==> src/rtl/anti_theft_fsm_if.sv <==
// Sensor, configuration and countdown-timer signals of the car-alarm controller.
// FUEL_PUMP_EN adds the hidden-switch / brake-pedal immobiliser signals.
interface anti_theft_fsm_if;
  logic       ignition;
  logic       door_driver;
  logic       door_passenger;
  logic       reprogram;
  logic [1:0] time_param_sel;
  logic [3:0] time_value;
  logic       one_hz_enable;
  logic       expired;
  logic       start_timer;
  logic [3:0] interval;
  logic       siren_on;
  logic       status_led;
  logic [2:0] state_dbg;
`ifdef FUEL_PUMP_EN
  logic       hidden_switch;
  logic       brake_pedal;
  logic       fuel_pump_on;
`endif

  modport master (
    output ignition, door_driver, door_passenger, reprogram, time_param_sel,
           time_value, one_hz_enable, expired,
`ifdef FUEL_PUMP_EN
    output hidden_switch, brake_pedal,
    input  fuel_pump_on,
`endif
    input  start_timer, interval, siren_on, status_led, state_dbg
  );

  modport slave (
    input  ignition, door_driver, door_passenger, reprogram, time_param_sel,
           time_value, one_hz_enable, expired,
`ifdef FUEL_PUMP_EN
    input  hidden_switch, brake_pedal,
    output fuel_pump_on,
`endif
    output start_timer, interval, siren_on, status_led, state_dbg
  );
endinterface

==> src/rtl/anti_theft_fsm.sv <==
// Car-alarm arm/trigger/alarm/disarm sequencer driving an external countdown timer.
// Optional immobiliser output enabled by defining FUEL_PUMP_EN.
//
// state          | meaning
// ARMED          | waiting for a door or ignition, LED blinks
// TRIGGERED      | door opened, entry countdown running
// SOUND          | siren on while any door is open
// HOLD           | siren held for the alarm time after doors close
// DIS_IGN        | ignition on, disarmed
// DIS_WAIT_OPEN  | ignition off, waiting for driver to get out
// DIS_WAIT_CLOSE | waiting for all doors closed
// ARMING         | arming delay running
module anti_theft_fsm #(
  parameter logic [3:0] T_ARM_DEF       = 4'd6,
  parameter logic [3:0] T_DRIVER_DEF    = 4'd8,
  parameter logic [3:0] T_PASSENGER_DEF = 4'd15,
  parameter logic [3:0] T_ALARM_DEF     = 4'd10
) (
  input  logic          clock_25mhz,
  input  logic          reset_sync_n,
  anti_theft_fsm_if.slave bus
);

  typedef enum logic [2:0] {
    ARMED          = 3'd0,
    TRIGGERED      = 3'd1,
    SOUND          = 3'd2,
    HOLD           = 3'd3,
    DIS_IGN        = 3'd4,
    DIS_WAIT_OPEN  = 3'd5,
    DIS_WAIT_CLOSE = 3'd6,
    ARMING         = 3'd7
  } state_t;

  localparam logic [1:0] SEL_ARM = 2'd0, SEL_DRIVER = 2'd1, SEL_PASSENGER = 2'd2, SEL_ALARM = 2'd3;

  state_t     r_state;
  logic       r_start;
  logic [3:0] r_interval;
  logic       r_siren;
  logic       r_led;
  logic [3:0] r_tparam [4];

  state_t     w_next;
  logic       w_start;
  logic [3:0] w_interval;
  logic       w_led;
  logic       w_exp_q;
  logic       w_any_door;

  // The flag is stale in the cycle right after a start pulse.
  assign w_exp_q    = bus.expired & ~r_start;
  assign w_any_door = bus.door_driver | bus.door_passenger;

  always_comb begin
    w_next     = r_state;
    w_start    = 1'b0;
    w_interval = r_interval;
    case (r_state)
      ARMED: begin
        if (bus.ignition) w_next = DIS_IGN;
        else if (bus.door_driver) begin
          w_next = TRIGGERED; w_start = 1'b1; w_interval = r_tparam[SEL_DRIVER];
        end else if (bus.door_passenger) begin
          w_next = TRIGGERED; w_start = 1'b1; w_interval = r_tparam[SEL_PASSENGER];
        end
      end
      TRIGGERED: begin
        if (bus.ignition) w_next = DIS_IGN;
        else if (w_exp_q) w_next = SOUND;
      end
      SOUND: begin
        if (bus.ignition) w_next = DIS_IGN;
        else if (!w_any_door) begin
          w_next = HOLD; w_start = 1'b1; w_interval = r_tparam[SEL_ALARM];
        end
      end
      HOLD: begin
        if (bus.ignition) w_next = DIS_IGN;
        else if (w_any_door) w_next = SOUND;
        else if (w_exp_q) w_next = ARMED;
      end
      DIS_IGN: begin
        if (!bus.ignition) w_next = DIS_WAIT_OPEN;
      end
      DIS_WAIT_OPEN: begin
        if (bus.ignition) w_next = DIS_IGN;
        else if (bus.door_driver) w_next = DIS_WAIT_CLOSE;
      end
      DIS_WAIT_CLOSE: begin
        if (bus.ignition) w_next = DIS_IGN;
        else if (!w_any_door) begin
          w_next = ARMING; w_start = 1'b1; w_interval = r_tparam[SEL_ARM];
        end
      end
      ARMING: begin
        if (bus.ignition) w_next = DIS_IGN;
        else if (w_any_door) w_next = DIS_WAIT_CLOSE;
        else if (w_exp_q) w_next = ARMED;
      end
      default: w_next = ARMED;
    endcase
  end

  always_comb begin
    w_led = 1'b0;
    case (w_next)
      ARMED:                 w_led = (r_state == ARMED) ? (r_led ^ bus.one_hz_enable) : 1'b0;
      TRIGGERED, SOUND, HOLD: w_led = 1'b1;
      default:               w_led = 1'b0;
    endcase
  end

  always_ff @(posedge clock_25mhz) begin
    if (!reset_sync_n) begin
      r_state               <= ARMED;
      r_start               <= 1'b0;
      r_interval            <= 4'd0;
      r_siren               <= 1'b0;
      r_led                 <= 1'b0;
      r_tparam[SEL_ARM]       <= T_ARM_DEF;
      r_tparam[SEL_DRIVER]    <= T_DRIVER_DEF;
      r_tparam[SEL_PASSENGER] <= T_PASSENGER_DEF;
      r_tparam[SEL_ALARM]     <= T_ALARM_DEF;
    end else if (bus.reprogram) begin
      r_tparam[bus.time_param_sel] <= bus.time_value;
      r_state <= ARMED;
      r_start <= 1'b0;
      r_siren <= 1'b0;
      r_led   <= 1'b0;
    end else begin
      r_state    <= w_next;
      r_start    <= w_start;
      r_interval <= w_interval;
      r_siren    <= (w_next == SOUND) || (w_next == HOLD);
      r_led      <= w_led;
    end
  end

  assign bus.start_timer = r_start;
  assign bus.interval    = r_interval;
  assign bus.siren_on    = r_siren;
  assign bus.status_led  = r_led;
  assign bus.state_dbg   = r_state;

`ifdef FUEL_PUMP_EN
  logic r_fuel_pump;

  // Latches on the hidden arming combination, then rides on ignition alone.
  always_ff @(posedge clock_25mhz) begin
    if (!reset_sync_n || bus.reprogram) r_fuel_pump <= 1'b0;
    else r_fuel_pump <= bus.ignition & (r_fuel_pump | (bus.hidden_switch & bus.brake_pedal));
  end

  assign bus.fuel_pump_on = r_fuel_pump;
`endif

endmodule

==> src/flat_wrapper.sv <==
// flat-port wrapper written by rule: the top's interface ports become plain ports
module anti_theft_fsm_flat 
#(
  parameter logic [3:0] T_ARM_DEF       = 4'd6,
  parameter logic [3:0] T_DRIVER_DEF    = 4'd8,
  parameter logic [3:0] T_PASSENGER_DEF = 4'd15,
  parameter logic [3:0] T_ALARM_DEF     = 4'd10
)
  (clock_25mhz, reset_sync_n, bus_ignition, bus_door_driver, bus_door_passenger, bus_reprogram, bus_time_param_sel, bus_time_value, bus_one_hz_enable, bus_expired, bus_start_timer, bus_interval, bus_siren_on, bus_status_led, bus_state_dbg);
  anti_theft_fsm_if bus_i ();
  input  logic clock_25mhz;
  input  logic reset_sync_n;
  input wire logic [$bits(bus_i.ignition)-1:0] bus_ignition;
  input wire logic [$bits(bus_i.door_driver)-1:0] bus_door_driver;
  input wire logic [$bits(bus_i.door_passenger)-1:0] bus_door_passenger;
  input wire logic [$bits(bus_i.reprogram)-1:0] bus_reprogram;
  input wire logic [$bits(bus_i.time_param_sel)-1:0] bus_time_param_sel;
  input wire logic [$bits(bus_i.time_value)-1:0] bus_time_value;
  input wire logic [$bits(bus_i.one_hz_enable)-1:0] bus_one_hz_enable;
  input wire logic [$bits(bus_i.expired)-1:0] bus_expired;
  output wire logic [$bits(bus_i.start_timer)-1:0] bus_start_timer;
  output wire logic [$bits(bus_i.interval)-1:0] bus_interval;
  output wire logic [$bits(bus_i.siren_on)-1:0] bus_siren_on;
  output wire logic [$bits(bus_i.status_led)-1:0] bus_status_led;
  output wire logic [$bits(bus_i.state_dbg)-1:0] bus_state_dbg;
  assign bus_i.ignition = bus_ignition;
  assign bus_i.door_driver = bus_door_driver;
  assign bus_i.door_passenger = bus_door_passenger;
  assign bus_i.reprogram = bus_reprogram;
  assign bus_i.time_param_sel = bus_time_param_sel;
  assign bus_i.time_value = bus_time_value;
  assign bus_i.one_hz_enable = bus_one_hz_enable;
  assign bus_i.expired = bus_expired;
  assign bus_start_timer = bus_i.start_timer;
  assign bus_interval = bus_i.interval;
  assign bus_siren_on = bus_i.siren_on;
  assign bus_status_led = bus_i.status_led;
  assign bus_state_dbg = bus_i.state_dbg;
  anti_theft_fsm #(.T_ARM_DEF(T_ARM_DEF), .T_DRIVER_DEF(T_DRIVER_DEF), .T_PASSENGER_DEF(T_PASSENGER_DEF), .T_ALARM_DEF(T_ALARM_DEF)) u_core (.clock_25mhz(clock_25mhz), .reset_sync_n(reset_sync_n), .bus(bus_i));
endmodule
==> config.mk <==
export PLATFORM = sky130hd
export DESIGN_NAME = anti_theft_fsm_flat
export DESIGN_NICKNAME = d
export VERILOG_FILES = /design/src/rtl/anti_theft_fsm_if.sv /design/src/rtl/anti_theft_fsm.sv /design/src/flat_wrapper.sv
export SDC_FILE = /design/constraint.sdc
export NUM_CORES = 1
export LEC_CHECK = 0
export CAP_MARGIN = 40
export CORE_ASPECT_RATIO = 0.6
export CORE_MARGIN = 2
export CORE_UTILIZATION = 52
export DETAILED_ROUTE_END_ITERATION = 10
export PLACE_DENSITY_LB_ADDON = 0.1
export RECOVER_POWER = 50
export SKIP_LAST_GASP = 1
export SYNTH_ARGS = -nofsm -noshare
export SYNTH_HDL_FRONTEND = slang
export SYNTH_SLANG_ARGS = --single-unit
==> constraint.sdc <==
create_clock -name clock_25mhz -period 3 [get_ports clock_25mhz]
set_input_delay 0.9 -clock clock_25mhz [delete_from_list [all_inputs] [get_ports clock_25mhz]]
set_output_delay 0.9 -clock clock_25mhz [all_outputs]
set_load 0.01 [all_outputs]
# Yosys cells after proc, flatten, opt, wreduce, memory -nomap -nowiden
# Memories as Yosys holds them, arrays and structs flattened.
# Index checks and enable logic that the tools add are counted.
[word_totals]
regBits = 10
ramBits = 16
elab_cells = 78
memories = 1
[classes]
n_eq_ne = 16
muxes = 41
bitwise = 6
n_reduce_logical = 9
[memory_table]
columns = ["name", "depth", "width", "read_ports", "rd_clocked_by_memory_dff", "write_ports", "line_no", "text"]
rows = [
  ["u_core.r_tparam", 4, 4, 4, 0, 4, "anti_theft_fsm.sv:42", "logic [3:0] r_tparam [4];"],
]
[op_table]
columns = ["op", "count"]
rows = [
  ["3-bit 2-to-1 mux", 17],
  ["4-bit 2-to-1 mux", 8],
  ["3-bit one-hot mux with 8 select lines", 1],
  ["3-bit by 2-bit equality test with 1-bit output, second input constant", 4],
  ["3-bit equality test, second input constant", 4],
  ["4-bit one-hot mux with 3 select lines", 1],
  ["1-bit 2-to-1 mux", 11],
  ["2-bit inequality test, second input constant", 5],
  ["8-bit AND reduction", 1],
  ["3-bit by 1-bit equality test with 1-bit output, second input constant", 2],
  ["3-bit logical NOT", 2],
  ["1-bit one-hot mux with 2 select lines", 2],
  ["2-bit OR reduction", 2],
  ["4-bit OR reduction", 1],
  ["3-bit inequality test, second input constant", 1],
  ["1-bit NOT", 3],
  ["3-bit nonzero test", 1],
  ["3-bit OR reduction", 1],
  ["2-bit 2-to-1 mux", 1],
  ["1-bit AND", 1],
  ["1-bit logical OR", 1],
  ["1-bit bitwise OR", 1],
  ["1-bit XOR", 1],
]

# Longest topological paths before layout
[depth]
ltp_word = 9
depth_mapped = 5
depth_no_buf = 4

# Worst setup path before layout
# Ideal clock, no wire load.
[synth_timing]
kind = "input to register"
startpoint = "in bus_door_driver"
endpoint = "reg u_core.r_interval[0], in the netlist u_core.bus.interval[0]"
setup_ns = 0.115
t_arrival_ns = 1.791
t_required_ns = 2.885
setup_slack_ns = 1.095
path_stages = 5
path_buffers = 1
cell_sequence = "buf_6 -> nor2_8 -> mux2i_2 -> nor4_1 -> o21a_1"
[synth_between]
elab_chain_cells = 3
elab_cells_between_ends = 8
[synth_rtl]
columns = ["item", "line_no", "text"]
rows = [
  ["start, declared", "flat_wrapper.sv:14", "input wire logic [$bits(bus_i.door_driver)-1:0] bus_door_driver;"],
  ["1-bit bitwise OR / 4-bit 2-to-1 mux (equally long branches)", "anti_theft_fsm.sv:53, anti_theft_fsm.sv:62", ""],
  ["2-bit inequality test (no line) / 4-bit 2-to-1 mux (equally long branches)", "-", ""],
  ["8-bit AND reduction (no line) / 4-bit one-hot mux with 3 select lines (equally long branches)", "-", ""],
  ["end signal, assigned", "anti_theft_fsm.sv:134", "r_interval <= w_interval;"],
  ["end, declared", "anti_theft_fsm.sv:39", "logic [3:0] r_interval;"],
]
# Several ways; a longest one is shown, not always the timed one. The select of a mux whose other input is x is not followed.
# A chain may end at the register's enable or synchronous reset.

# Worst setup path after layout
[layout_timing]
startpoint = "reg u_core.r_state[0], in the netlist u_core.bus.state_dbg[0]"
endpoint = "out bus_state_dbg[0]"
[layout_rtl]
columns = ["item", "line_no", "text"]
rows = [
  ["start, declared", "anti_theft_fsm.sv:37", "state_t r_state;"],
  ["start signal, assigned", "anti_theft_fsm.sv:132", "r_state <= w_next;"],
  ["end, declared", "flat_wrapper.sv:25", "output wire logic [$bits(bus_i.state_dbg)-1:0] bus_state_dbg;"],
]
# No word-level cell between the ends.

==> results.md <==
- Met3 Wirelength: just over 200 µm
- Area grow syn2layout: 21.6%
- Worst path cell trace: clkdlybuf4s50_1
- Leading cell type in the layout, fill and taps excluded: edfxtp_1
- Clk_skew: about 3.4 ps
- Final instance area: 0.00157 mm²
- Buf/Inv on CP: 1
- Final Critical Period: about 2500 ps
- CTS root buffer: clkbuf_8
- Power per cell area: ~450 mW/mm²
- WL per Instance: approximately 16 µm
- Crit Reg-Reg Endpoint: u_core.bus.interval[2]$_SDFFE_PN0P_
- Core Region: between 0.002 and 0.0025 mm²
- Arr. time, crit path: 1590 ps
- Critical path peak fanout: 17
- H-Tree Depth: 1
- Max_slew headroom: 62.3%
- Buffers on Ports: 23
- Flop pwr share: roughly three fifths
- CP endpoint kind: primary output
- Worst-case reg-to-reg path depth: 4
- Detailed Routing Iterations Pass 1: 4
- Antenna violations before repair: 0
- Switch share: around 23%
- Met2 WL: approximately 1100 µm
- Filler instances: approximately 180
- CP startpoint kind: register
- Final Util: 69.3%
- Crit. path cell count: 1
- Pleak: roughly 0.57 nW
- Setup bufs post-CTS: 0
- Core Rows: 13
- Cells on Worst Hold Path: 3
- Layout cell share with drive strength beyond 1: 10.6%
- DP Cell Count: ~160
- Maximum capacitance violations: 0
- Post-CTS sizing: 0
- Worst Setup SP: u_core.bus.state_dbg[0]$_SDFF_PP0_
- Clock Path Buffers: 2
- Num ports: 24
- Area occupied by multi-input gates: between 500 and 600 µm²
- Synth Cell Area: about 0.0013 mm²
- Syn. warnings: 0
- Cell Area, Placed: roughly 0.0015 mm²
- Worst min path class: register to register
- Slowest-stage cell, CP: dfxtp_1
- DIE HEIGHT: 42.6 µm
- Initial DRC Count: about 120
- Die W: approximately 68 µm
- NetSw: 0.000159 W
- First-pass GRT wire length: about 4200 µm
- RSZ-0062 raised after global routing: false
- Cells after synthesis: ~110
- GRT Resource Usage Total: approximately a fifth
- Highest Signal Layer: met4
- CTS Buf Count: 3
- Avg Vias per Cell: 5.74
- Post-DRT Antenna Nets: 0
- Hold_buf cts: 0
- Slew Limit Fails: 0
- Setup TNS: 0 ps
- Commonest cells after routing, fill and taps aside: 16 x edfxtp_1, 13 x clkdlybuf4s50_1, 10 x dlygate4sd3_1, 10 x dfxtp_1, 8 x mux2i_1
- DP HPWL: between 1500 and 2000 µm
- Final setup fails: 0
- Worst-margin pin slew: 565 ps
- R2r startpoint: u_core.bus.state_dbg[0]$_SDFF_PP0_
- Worst IR drop on VDD: about 0.22 mV
- Crit-path leading delay family: flip-flops
- Fin crit share: around 83%
- Largest net degree at the start of global routing: 18
- Register Area: between 600 and 700 µm²
- DRC Markers: 0
- Total Wirelength: about 2600 µm
- Worst-path clk slew: approximately 80 ps
- Final non-filler cell total: 162
- Power share of the combinational group: 13.5%
- Routability Congestion: 0.826
- Net count of the mapped netlist: between 100 and 150
- Hold_ws: 583 ps
- Clock Sinks: 26
- N_diodes: 0
- FMAX: 401 MHz
- Vias in the first global route: 847
- Post-Route M1 WL: about 1300 µm
- Sequential-to-total area share from yosys stat: between 50% and 60%
- Vias: between 900 and 1,000
- TritonCTS clock tree: done
- Remaining global-route overflow: 0
- Power share of the clock group: between 20% and 30%
- Avg Synthesized Cell Area: between 10 and 15 µm²
- Crit path capture: bus_state_dbg[0]
- Die ar.: roughly 0.0029 mm²
- Critical path required time: about 2100 ps
- Starting Density: a little under three fifths
- Worst-Skew Late Latency: between 200 and 300 ps
- Seq cells post-synth: 26
- Flop2flop setup slack: 1240 ps
- Yosys cell types: 36
- Nets: 148
- Final Hold Fails: 0
- Pint: roughly 0.00054 W
- Slowest Stage Delay on Critical Path: 680 ps
- WS Path Type: register to primary output
- Run status: finished clean
==> Yosys cell counts (all sizes together) <==
master | n | area share, %
o21a | 4 | 2.3
nand3 | 1 | 0.39
and3 | 2 | 0.97
nand2b | 7 | 4.0
a211o | 1 | 0.68
clkbuf | 3 | 0.97
and2 | 5 | 2.4
a21oi | 2 | 0.78
o21ai | 1 | 0.39
or2 | 7 | 3.4
xor2 | 1 | 0.68
nor2 | 6 | 3.0
nand4b | 1 | 0.68
o31a | 4 | 2.7
a311o | 1 | 0.78
a31oi | 2 | 0.97
dfxtp | 10 | 16
nand4 | 1 | 0.49
nor2b | 1 | 0.49
nor3b | 1 | 0.58
nand2 | 6 | 1.7
buf | 3 | 2.3
nor4bb | 1 | 0.78
nor4 | 5 | 2.9
mux2 | 4 | 3.5
nor3 | 3 | 1.2
and4b | 1 | 0.78
mux2i | 9 | 7.3
edfxtp | 16 | 37
==> final cells by class <==
type / count / share of cell area [%]
flip-flops and latches: 26 / 43.5
repair buffers: 26 / 15.4
well taps: 30 / 2.40
clock buffers: 3 / 2.64
multi-input cells: 77 / 36.1
==> power by group through the flow <==
stage	Clock, W	Combinational (W)	Sequential (W)
6_report	0.000191	0.0000939	0.000413
5_1_grt	0.000210	0.000101	0.000416
4_1_cts	0.000196	0.0000971	0.000413
3_5_place_dp	0	0.0000965	0.000421
3_3_place_gp	0	0.0000949	0.000420
2_1_floorplan	0	0.0000548	0.000417
==> worst min-delay path by stage <==
stage | start | slack, ps | end
after floorplan | u_core.bus.status_led$_SDFF_PP0_ | 600 | u_core.bus.status_led$_SDFF_PP0_
after global placement | u_core.bus.interval[0]$_SDFFE_PN0P_ | 560 | u_core.bus.interval[0]$_SDFFE_PN0P_
after detailed placement | u_core.bus.interval[2]$_SDFFE_PN0P_ | 570 | u_core.bus.interval[2]$_SDFFE_PN0P_
after CTS | u_core.bus.status_led$_SDFF_PP0_ | 580 | u_core.bus.status_led$_SDFF_PP0_
after global routing | u_core.bus.status_led$_SDFF_PP0_ | 600 | u_core.bus.status_led$_SDFF_PP0_
final | u_core.bus.status_led$_SDFF_PP0_ | 580 | u_core.bus.status_led$_SDFF_PP0_
==> routing by layer <==
| layer | up-vias | track usage (%) |
|---|---|---|
| li1 | 452 | - |
| met1 | 439 | 30.6 |
| met2 | 34 | 28.0 |
| met3 | 5 | 6.72 |
| met4 | 0 | 3.60 |
| met5 | - | 0 |
==> stage by stage <==
step                setup WS [ps]  total power (W)
floorplan                    1090         0.000472
global placement              377         0.000515
detailed placement            270         0.000518
CTS                           513         0.000706
global route                  424         0.000727
finish                        508         0.000698
==> registers in the layout, summed over array words and instances (netlist names) <==
register                flops
u_core.bus.interval         4
u_core.bus.start_timer      1
u_core.r_tparam            16
u_core.bus.status_led       1
u_core.bus.siren_on         1
u_core.bus.state_dbg        3
==> cells by family after synthesis <==
kind of cell	share of synthesized area, %
simple gates	23.8
buf+inv	3.30
compound gates	8.64
flops	52.8
mux	10.8
xor+xnor	0.680
No activity file was read; power rests on OpenSTA's default activity.
